$ cat src/rtl/fault_event_logger.sv
// fault_event_logger: timestamped fault-event log with sticky flags and saturating per-source counters (FAULT_LOG_RESULT_CHECK_EN adds result-mismatch source).
// Latency: an event sampled at edge N is visible on log_valid/log_data, counters and sticky after edge N.
// Backpressure: log_ready=0 holds the FIFO head; pushes into a full FIFO without a pop are dropped and set overflow.

module fault_log_fifo #(
  parameter int DEPTH = 8,
  parameter int W     = 20
) (
  input  logic                     clk,
  input  logic                     rst,
  input  logic                     clr,
  input  logic                     push_vld,
  input  logic [W-1:0]             push_dat,
  output logic                     push_rdy,
  output logic                     pop_vld,
  input  logic                     pop_rdy,
  output logic [W-1:0]             pop_dat,
  output logic [$clog2(DEPTH):0]   level
);
  localparam int AW = $clog2(DEPTH);
  localparam logic [AW:0] FULL_CNT = DEPTH[AW:0];

  logic [W-1:0]  mem [DEPTH];
  logic [AW-1:0] wr_ptr;
  logic [AW-1:0] rd_ptr;
  logic [AW:0]   cnt;
  logic          do_push;
  logic          do_pop;

  assign pop_vld  = (cnt != '0);
  assign do_pop   = pop_vld && pop_rdy;
  // A full FIFO still accepts a push when the head leaves in the same cycle.
  assign push_rdy = (cnt != FULL_CNT) || do_pop;
  assign do_push  = push_vld && push_rdy;
  assign pop_dat  = pop_vld ? mem[rd_ptr] : '0;
  assign level    = cnt;

  always_ff @(posedge clk) begin
    if (rst || clr) begin
      wr_ptr <= '0;
      rd_ptr <= '0;
      cnt    <= '0;
    end else begin
      if (do_push) wr_ptr <= wr_ptr + AW'(1);
      if (do_pop)  rd_ptr <= rd_ptr + AW'(1);
      case ({do_push, do_pop})
        2'b10:   cnt <= cnt + (AW+1)'(1);
        2'b01:   cnt <= cnt - (AW+1)'(1);
        default: cnt <= cnt;
      endcase
    end
  end

  always_ff @(posedge clk) begin
    if (do_push && !rst && !clr) mem[wr_ptr] <= push_dat;
  end
endmodule

module fault_event_logger #(
  parameter int FIFO_DEPTH = 8,
  parameter int CNT_W      = 8,
  parameter int TS_W       = 16
) (
  input  logic                          clk,
  input  logic                          rst,
  input  logic                          alu_fault,
  input  logic                          mux_err,
  input  logic                          ecc_serr,
  input  logic                          result_valid,
  input  logic [31:0]                   result_w,
  input  logic [31:0]                   expected_result,
  input  logic                          clr,
  input  logic                          log_ready,
  output logic                          log_valid,
  output logic [4+TS_W-1:0]             log_data,
  output logic [CNT_W-1:0]              alu_cnt,
  output logic [CNT_W-1:0]              mux_cnt,
  output logic [CNT_W-1:0]              ecc_cnt,
  output logic [CNT_W-1:0]              res_cnt,
  output logic [3:0]                    sticky,
  output logic                          any_fault,
  output logic                          overflow,
  output logic [$clog2(FIFO_DEPTH):0]   fifo_level
);
`ifdef FAULT_LOG_RESULT_CHECK_EN
  localparam int NSRC = 4;
`else
  localparam int NSRC = 3;
`endif

  logic [2:0]       prev_q;
  logic [TS_W-1:0]  ts_q;
  logic [3:0]       evt;
  logic             log_en;
  logic             push_rdy;
  logic             ovf_q;
  logic [NSRC-1:0]  sticky_q;
  logic [CNT_W-1:0] cnt_q [NSRC];

  assign evt[0] = alu_fault && !prev_q[0];
  assign evt[1] = mux_err   && !prev_q[1];
  assign evt[2] = ecc_serr  && !prev_q[2];
`ifdef FAULT_LOG_RESULT_CHECK_EN
  // Mismatch is level-sensitive: every qualified bad beat is its own event.
  assign evt[3] = result_valid && (result_w != expected_result);
`else
  logic unused_result_inputs;
  assign evt[3] = 1'b0;
  assign unused_result_inputs = ^{result_valid, result_w, expected_result};
`endif

  // Events in a clr cycle are discarded entirely.
  assign log_en = (evt != 4'b0000) && !clr;

  // Edge history survives clr so a held flag is not re-counted afterwards.
  always_ff @(posedge clk) begin
    if (rst) begin
      prev_q <= 3'b000;
      ts_q   <= '0;
    end else begin
      prev_q <= {ecc_serr, mux_err, alu_fault};
      ts_q   <= ts_q + TS_W'(1);
    end
  end

  always_ff @(posedge clk) begin
    if (rst || clr) begin
      sticky_q <= '0;
      ovf_q    <= 1'b0;
      for (int i = 0; i < NSRC; i++) cnt_q[i] <= '0;
    end else begin
      if (log_en && !push_rdy) ovf_q <= 1'b1;
      for (int i = 0; i < NSRC; i++) begin
        if (evt[i]) begin
          sticky_q[i] <= 1'b1;
          if (cnt_q[i] != {CNT_W{1'b1}}) cnt_q[i] <= cnt_q[i] + CNT_W'(1);
        end
      end
    end
  end

  fault_log_fifo #(
    .DEPTH (FIFO_DEPTH),
    .W     (4 + TS_W)
  ) u_fifo (
    .clk      (clk),
    .rst      (rst),
    .clr      (clr),
    .push_vld (log_en),
    .push_dat ({evt, ts_q}),
    .push_rdy (push_rdy),
    .pop_vld  (log_valid),
    .pop_rdy  (log_ready),
    .pop_dat  (log_data),
    .level    (fifo_level)
  );

  assign alu_cnt  = cnt_q[0];
  assign mux_cnt  = cnt_q[1];
  assign ecc_cnt  = cnt_q[2];
`ifdef FAULT_LOG_RESULT_CHECK_EN
  assign res_cnt  = cnt_q[3];
  assign sticky   = sticky_q;
`else
  assign res_cnt  = '0;
  assign sticky   = {1'b0, sticky_q};
`endif
  assign any_fault = |sticky;
  assign overflow  = ovf_q;
endmodule

$ cat config.mk
export PLATFORM = sky130hd
export DESIGN_NAME = fault_event_logger
export DESIGN_NICKNAME = d
export VERILOG_FILES = /design/src/rtl/fault_event_logger.sv
export SDC_FILE = /design/constraint.sdc
export NUM_CORES = 1
export LEC_CHECK = 0
export CAP_MARGIN = 20
export CORE_AREA = 2 2 199 152
export CTS_BUF_LIST = sky130_fd_sc_hd__clkbuf_8
export DETAILED_ROUTE_END_ITERATION = 8
export DIE_AREA = 0 0 201 154
export PLACE_DENSITY = 0.5
export SETUP_SLACK_MARGIN = 0.1
export SLEW_MARGIN = 20
export SYNTH_ARGS = -nofsm -noshare
export SYNTH_HDL_FRONTEND = slang
export SYNTH_SLANG_ARGS = --single-unit
$ cat constraint.sdc
create_clock -name clk -period 4.4 [get_ports clk]
set_input_delay 1.1 -clock clk [delete_from_list [all_inputs] [get_ports clk]]
set_output_delay 1.1 -clock clk [all_outputs]
set_load 0.005 [all_outputs]
==> results of run 1 <==
[per-stage QoR]
step           setup slack (ns)  setup TNS (ns)  total power [W]  std cells
3_3_place_gp              0.636               0          0.00249        988
6_report                  0.591               0          0.00408       1052
4_1_cts                   0.427               0          0.00415       1052
3_5_place_dp              0.552               0          0.00250        988
5_1_grt                   0.374               0          0.00426       1052
2_1_floorplan           -0.0980           -3.72          0.00238        548
[synthesized netlist by cell type (2+ instances only)]
| master | number | area, um2 |
|---|---|---|
| a21oi_1 | 12 | 60.1 |
| and2_1 | 2 | 12.5 |
| and3_1 | 3 | 18.8 |
| and4_1 | 2 | 17.5 |
| buf_1 | 3 | 11.3 |
| buf_2 | 6 | 30.0 |
| buf_4 | 12 | 90.1 |
| clkbuf_1 | 8 | 30.0 |
| dfxtp_1 | 36 | 721 |
| edfxtp_1 | 176 | 5290 |
| ha_1 | 9 | 113 |
| inv_1 | 6 | 22.5 |
| mux2i_1 | 21 | 210 |
| mux4_2 | 38 | 856 |
| nand2_1 | 16 | 60.1 |
| nand2b_1 | 3 | 18.8 |
| nand3_1 | 16 | 80.1 |
| nand3b_1 | 2 | 15.0 |
| nand4_1 | 8 | 50.1 |
| nor2_1 | 71 | 267 |
| nor2b_1 | 11 | 68.8 |
| nor3_1 | 6 | 30.0 |
| nor4_1 | 2 | 12.5 |
| nor4b_1 | 2 | 17.5 |
| o21ai_0 | 12 | 60.1 |
| o31ai_1 | 2 | 15.0 |
| or3_1 | 9 | 56.3 |
| xnor2_1 | 13 | 114 |
| xor2_1 | 19 | 166 |
[worst max-delay path, cell delays in order, from the launching register on]
cell and delay (ns):
dfxtp_2 0.61, buf_12 0.32, mux4_2 0.55, mux2i_1 0.19, nor2_1 0.06, clkdlybuf4s50_1 0.45
[cell families (layout without fill, tap and decap cells)]
logic type,after synthesis,after routing
adder cells (fa/ha/maj),9,9
buffers and inverters,35,147
other,1,10
XOR/XNOR,32,32
AND/OR/NAND/NOR,160,160
flip-flops,212,212
AO/OA/AOI/OAI,31,31
multiplexers,59,59
[worst max path at each step]
stage / from / to / slack, ns / depth (start not counted)
floorplan: ecc_serr / u_fifo.mem[0][0]$_DFFE_PP_ / -0.1 / 4
finish: flop / log_data[11] / 0.59 / 5
detailed placement: mux_err / u_fifo.level[2]$_SDFFE_PP0P_ / 0.55 / 11
CTS: flop / log_data[0] / 0.43 / 5
global placement: ecc_serr / u_fifo.level[2]$_SDFFE_PP0P_ / 0.64 / 11
global route: flop / log_data[11] / 0.37 / 5
[flip-flops by register name, summed over array words and instances, names as in the netlist, named ones only]
signal	cells
cnt_q	24
overflow	1
prev_q	3
sticky_q	3
ts_q	16
u_fifo.level	4
u_fifo.mem	152
u_fifo.rd_ptr	3
u_fifo.wr_ptr	3
[area by class of cell]
class	instances	share of cell area [%]
clock buffer	38	5.02
clock inverter	26	1.32
inverter	6	0.216
multi-input combinational	301	24.0
sequential	212	57.6
tap	392	4.71
timing repair buffer	77	7.08
[metal layers]
| layer | GRT usage (%) | vias to the layer above | routed length [um] |
|---|---|---|---|
| li1 | - | 2227 | - |
| met5 | 0 | - | 0 |
| met3 | 3.29 | 39 | 1010 |
| met2 | 19.8 | 117 | 8710 |
| met4 | 4.87 | 0 | 451 |
| met1 | 15.2 | 2433 | 8320 |
[report_power, final]
group          internal [W]  leakage (nW)  switching [W]  total (W)
logic              0.000115          1.01       0.000104   0.000219
clock network      0.000859         0.394       0.000771    0.00163
registers           0.00219          1.97      0.0000368    0.00223
==> run_results.csv, run 1 <==
group,metric,value,unit
floorplan,dieArea,0.0310,mm2
cells_and_area,nNetsFinal,714,
yosys,post_synth.cell_area_avg,16.0,um2
timing,max_slew_margin,58.0,%
floorplan,start_util,29.9,%
run,cap_violations,0,
yosys,synth_top_family_by_area,"multiplexers",
cells_and_area,antenna_cells,0,
worst_hold_path,holdPathEnd,"overflow$_SDFFE_PP0P_",
setup_path,path_class,"flop to primary output",
yosys,synthFlopType,"edfxtp_1",
timing,max_clock_freq,0.263,GHz
timing,rsz0062_at_grt,"no",
route,routed_wl,18.5,mm
setup_path,r2r_start,"u_fifo.level[0]$_SDFFE_PP0P_",
yosys,synth-simple-area-share,9.09,%
yosys,synthAdderAreaFrac,1.31,%
global_route,grt_pass1_vias,5170,
cts,h-tree-depth,2,
setup_path,ff2ff_setup_slack,1.40,ns
global_route,grt_max_degree,39,
cts,root_buffer,"clkbuf_8",
route,vias_per_cell,4.58,
timing,slew_viol_final,0,
setup_path,regToRegEndpoint,"u_fifo.level[2]$_SDFFE_PP0P_",
pwr,leakage,3.38,nW
cts,clk_pin_slew_worst_paths,0.06,ns
floorplan,num_io_pins,135,
timing,worstMarginPinSlew,0.630,ns
yosys,syn_area,0.00861,mm2
cts,cts_buffer_depth,3,
worst_hold_path,min_from,"overflow$_SDFFE_PP0P_",
setup_path,startpoint_type,"flop",
timing,hold_viol,0,
floorplan,core-area,0.0289,mm2
setup_path,crit_arrival,2.71,ns
yosys,synth_compound_area_share,2.08,%
floorplan,die-width,201,um
timing,fin_skew,0.0188,ns
cells_and_area,syn2layout_area_growth,21.0,%
cells_and_area,fill_cells,2756,
cts,worstSkewPairLatency,0.53,ns
timing,hold_ws,0.468,ns
setup_path,cp_max_fo,28,
cts,cts-buffers-inserted,35,
global_route,grtUsageTotal,12.1,%
timing,fin_crit_sh,86.6,%
cells_and_area,final_cell_mix,"edfxtp_1 (176), nor2_1 (70), clkdlybuf4s50_1 (59)",
place,routabilityCongestion,0.796,
setup_path,reg2regPathDepth,12,
yosys,async_reset_ff_share,0,%
yosys,synth-seq-area-share,69.7,%
route,drc_errors,0,
route,dr.first_iter.drc_count,253,
cells_and_area,finalInstanceArea,0.0104,mm2
yosys,synth.distinct_cells,42,
floorplan,die_h,154,um
cells_and_area,postLayoutCoreUtil,36.1,%
yosys,synth_edf_count,176,
cts,cts_sinks,212,
route,avgRoutedWirePerCell,17.6,um
cts,cts_resized,0,
place,placed_cell_area,0.00976,mm2
cts,cts_setup_buffers,0,
global_route,grt-ovfl-total,0,
cts,cts_tree,"yes",
pwr,powerDensity,391,mW/mm2
setup_path,end_kind,"primary output",
cells_and_area,layout-drive-gt1-share,17.7,%
route,vias,4816,
yosys,ys_seq_elements,212,
cells_and_area,multi_input_area,0.00250,mm2
yosys,synth_mux_area_share,12.4,%
cts,postCtsHoldBufs,0,
place,port_buffers,59,
global_route,antenna_found_initial,0,
floorplan,fp-row-count,54,
pwr,ir_drop,0.000172,V
timing,setup_violations,0,
global_route,grt_pass1_wl,28.5,mm
worst_hold_path,hp-class,"flop to flop",
cells_and_area,layout_commonest_cell,"edfxtp_1",
run_status,outcome,"complete, no violations",
yosys,yosysWarnings,0,
route,final_antenna_net_count,0,
yosys,synth-xor-area-share,3.25,%
yosys,synth_cells,539,
worst_hold_path,holdPathStages,2,
setup_path,worstPathRequired,3.30,ns
cells_and_area,seqCellArea,0.00601,mm2
route,drt-pass1-iter-count,4,
timing,min_period,3.81,ns
place,dpl.hpwl,10.8,mm
No activity file was read; power rests on OpenSTA's default activity.
==> run 2, diff against run 1 <==
--- a/config.mk
+++ b/config.mk
@@ -10,7 +10,7 @@
 export CTS_BUF_LIST = sky130_fd_sc_hd__clkbuf_8
 export DETAILED_ROUTE_END_ITERATION = 8
 export DIE_AREA = 0 0 201 154
-export PLACE_DENSITY = 0.5
+export PLACE_DENSITY = 0.48
 export SETUP_SLACK_MARGIN = 0.1
 export SLEW_MARGIN = 20
 export SYNTH_ARGS = -nofsm -noshare
==> constraint.sdc (replaced) <==
create_clock -name clk -period 4.82 [get_ports clk]
set_input_delay 1.205 -clock clk [delete_from_list [all_inputs] [get_ports clk]]
set_output_delay 1.205 -clock clk [all_outputs]
set_load 0.005 [all_outputs]
==> run 2 against run 1 <==
Clock power fell by 9.8%. Register-to-register slack worse by 0.06 ns. Count of clock-buffer cells in the layout up 3. Wire length grew 0.75%. Critical endpoint is now log_data[6]. Largest power group unchanged. Highest routed layer unchanged.
==> run_results.csv, run 2 (same netlist as run 1, synthesis figures left out) <==
group,metric,value,unit
run_status,outcome,"complete, no violations",
place,port_buffers,59,
route,vias_per_cell,4.60,
timing,max_slew_margin,48.1,%
worst_hold_path,hp-class,"flop to flop",
cts,cts_tree,"yes",
timing,timing.setup.tns,0,ns
global_route,grt_max_degree,39,
cts,root_buffer,"clkbuf_8",
cells_and_area,layout-drive-gt1-share,17.9,%
cells_and_area,finalInstanceArea,0.0104,mm2
cts,clk_pin_slew_worst_paths,0.06,ns
setup_path,worstPathRequired,3.62,ns
cells_and_area,seqCellArea,0.00601,mm2
timing,worst_slack,0.828,ns
cells_and_area,nNetsFinal,715,
cells_and_area,largest_reg_flops,152,
floorplan,num_io_pins,135,
cells_and_area,final_cell_mix,"edfxtp_1 (176), nor2_1 (70), clkdlybuf4s50_1 (59)",
global_route,grt_pass1_wl,29.1,mm
cts,cts_setup_buffers,0,
route,dr.first_iter.drc_count,240,
route,routed_wl,18.6,mm
pwr,leakage,3.36,nW
timing,setup_violations,0,
cts,postCtsHoldBufs,0,
place,routabilityCongestion,0.782,
global_route,grt_pass1_vias,5191,
cts,worstSkewPairLatency,0.51,ns
floorplan,core-area,0.0289,mm2
place,placed_cell_area,0.00977,mm2
floorplan,dieArea,0.0310,mm2
global_route,grtUsageTotal,12.2,%
place,dpl.hpwl,11.1,mm
cells_and_area,top_regs,"u_fifo.mem x152, cnt_q x24, ts_q x16",
cts,cts_sinks,212,
cts,cts_resized,0,
setup_path,cp_max_fo,16,
global_route,grt-ovfl-total,0,
timing,fin_crit_sh,82.8,%
place,preCtsSetupSlack,0.693,ns
cells_and_area,top_register,"u_fifo.mem",
global_route,antenna_found_initial,0,
cells_and_area,fill_cells,2741,
timing,min_period,3.99,ns
cells_and_area,syn2layout_area_growth,20.9,%
run,cap_violations,0,
route,drt-pass1-iter-count,4,
route,vias,4833,
timing,fin_skew,0.0226,ns
timing,rsz0062_at_grt,"no",
cells_and_area,postLayoutCoreUtil,36.1,%
cts,cts-buffers-inserted,35,
timing,max_clock_freq,0.251,GHz
setup_path,r2r_start,"u_fifo.level[0]$_SDFFE_PP0P_",
floorplan,fp-row-count,54,
timing,hold_viol,0,
timing,slew_viol_final,0,
setup_path,reg2regPathDepth,12,
cells_and_area,layout_commonest_cell,"edfxtp_1",
cts,cts_buffer_depth,3,
setup_path,crit_arrival,2.79,ns
cts,h-tree-depth,2,
setup_path,crit_end,"log_data[6]",
setup_path,path_class,"flop to primary output",
route,avgRoutedWirePerCell,17.7,um
setup_path,end_kind,"primary output",
pwr,ir_drop,0.000169,V
cells_and_area,antenna_cells,0,
setup_path,regToRegEndpoint,"u_fifo.level[2]$_SDFFE_PP0P_",
setup_path,startpoint_type,"flop",
timing,worstMarginPinSlew,0.774,ns
floorplan,die_h,154,um
setup_path,ff2ff_setup_slack,1.34,ns
cells_and_area,multi_input_area,0.00250,mm2
floorplan,start_util,29.9,%
floorplan,die-width,201,um
route,final_antenna_net_count,0,
route,drc_errors,0,
pwr,powerDensity,356,mW/mm2
[run 2: changes by cell type in the layout (fill, tap and decap cells not counted), sizes merged]
cell    previous run  this run
inv               22        16
clkbuf            38        41
bufinv             1         0
buf               18        19
clkinv             8         9
[run 2: final cells by class]
type / instances / share of cell area (%)
Clock buffer: 41 / 5.42
Tap cell: 392 / 4.71
Timing Repair Buffer: 78 / 7.16
Multi-Input combinational cell: 301 / 24.0
Clock inverter: 20 / 0.793
Inverter: 6 / 0.216
Sequential cell: 212 / 57.7
[run 2: metrics by stage]
| step | hold WS (ns) | total power (W) | cells |
|---|---|---|---|
| 3_5_place_dp | 0.447 | 0.00228 | 989 |
| 2_1_floorplan | 0.442 | 0.00217 | 548 |
| 4_1_cts | 0.456 | 0.00376 | 1050 |
| 5_1_grt | 0.488 | 0.00387 | 1050 |
| 3_3_place_gp | 0.440 | 0.00227 | 989 |
| 6_report | 0.448 | 0.00371 | 1050 |
[run 2: worst min-delay path by stage]
stage                               start                    end  slack (ns)  cells after the start
floorplan           overflow$_SDFFE_PP0P_  overflow$_SDFFE_PP0P_        0.44                      2
detailed placement  overflow$_SDFFE_PP0P_  overflow$_SDFFE_PP0P_        0.45                      2
CTS                 overflow$_SDFFE_PP0P_  overflow$_SDFFE_PP0P_        0.46                      2
global placement    overflow$_SDFFE_PP0P_  overflow$_SDFFE_PP0P_        0.44                      2
finish              overflow$_SDFFE_PP0P_  overflow$_SDFFE_PP0P_        0.45                      2
global route        overflow$_SDFFE_PP0P_  overflow$_SDFFE_PP0P_        0.49                      2
[run 2: layer usage]
layer  global-route usage (%)  routed length [um]  share of wire, %  vias up
met3                     3.50                1110               6.0       43
met2                     19.8                8630                46      118
li1                         -                   -                 -     2236
met4                     3.77                 435               2.3        0
met5                        0                   0                 0        -
met1                     15.8                8450                45     2436
[run 2: where the power goes]
| group | total [W] | switching, W | leakage, nW | internal [W] |
|---|---|---|---|---|
| Sequential | 0.00204 | 0.0000328 | 1.97 | 0.00200 |
| Combinational | 0.000202 | 0.0000974 | 1.01 | 0.000105 |
| Clock | 0.00147 | 0.000699 | 0.369 | 0.000772 |
[run 2: worst max-delay path: stages (launching register included)]
cell             delay (ns)
dfxtp_2                0.62
buf_4                  0.42
mux4_2                 0.54
mux2i_1                0.19
nor2_1                 0.06
clkdlybuf4s50_1        0.44
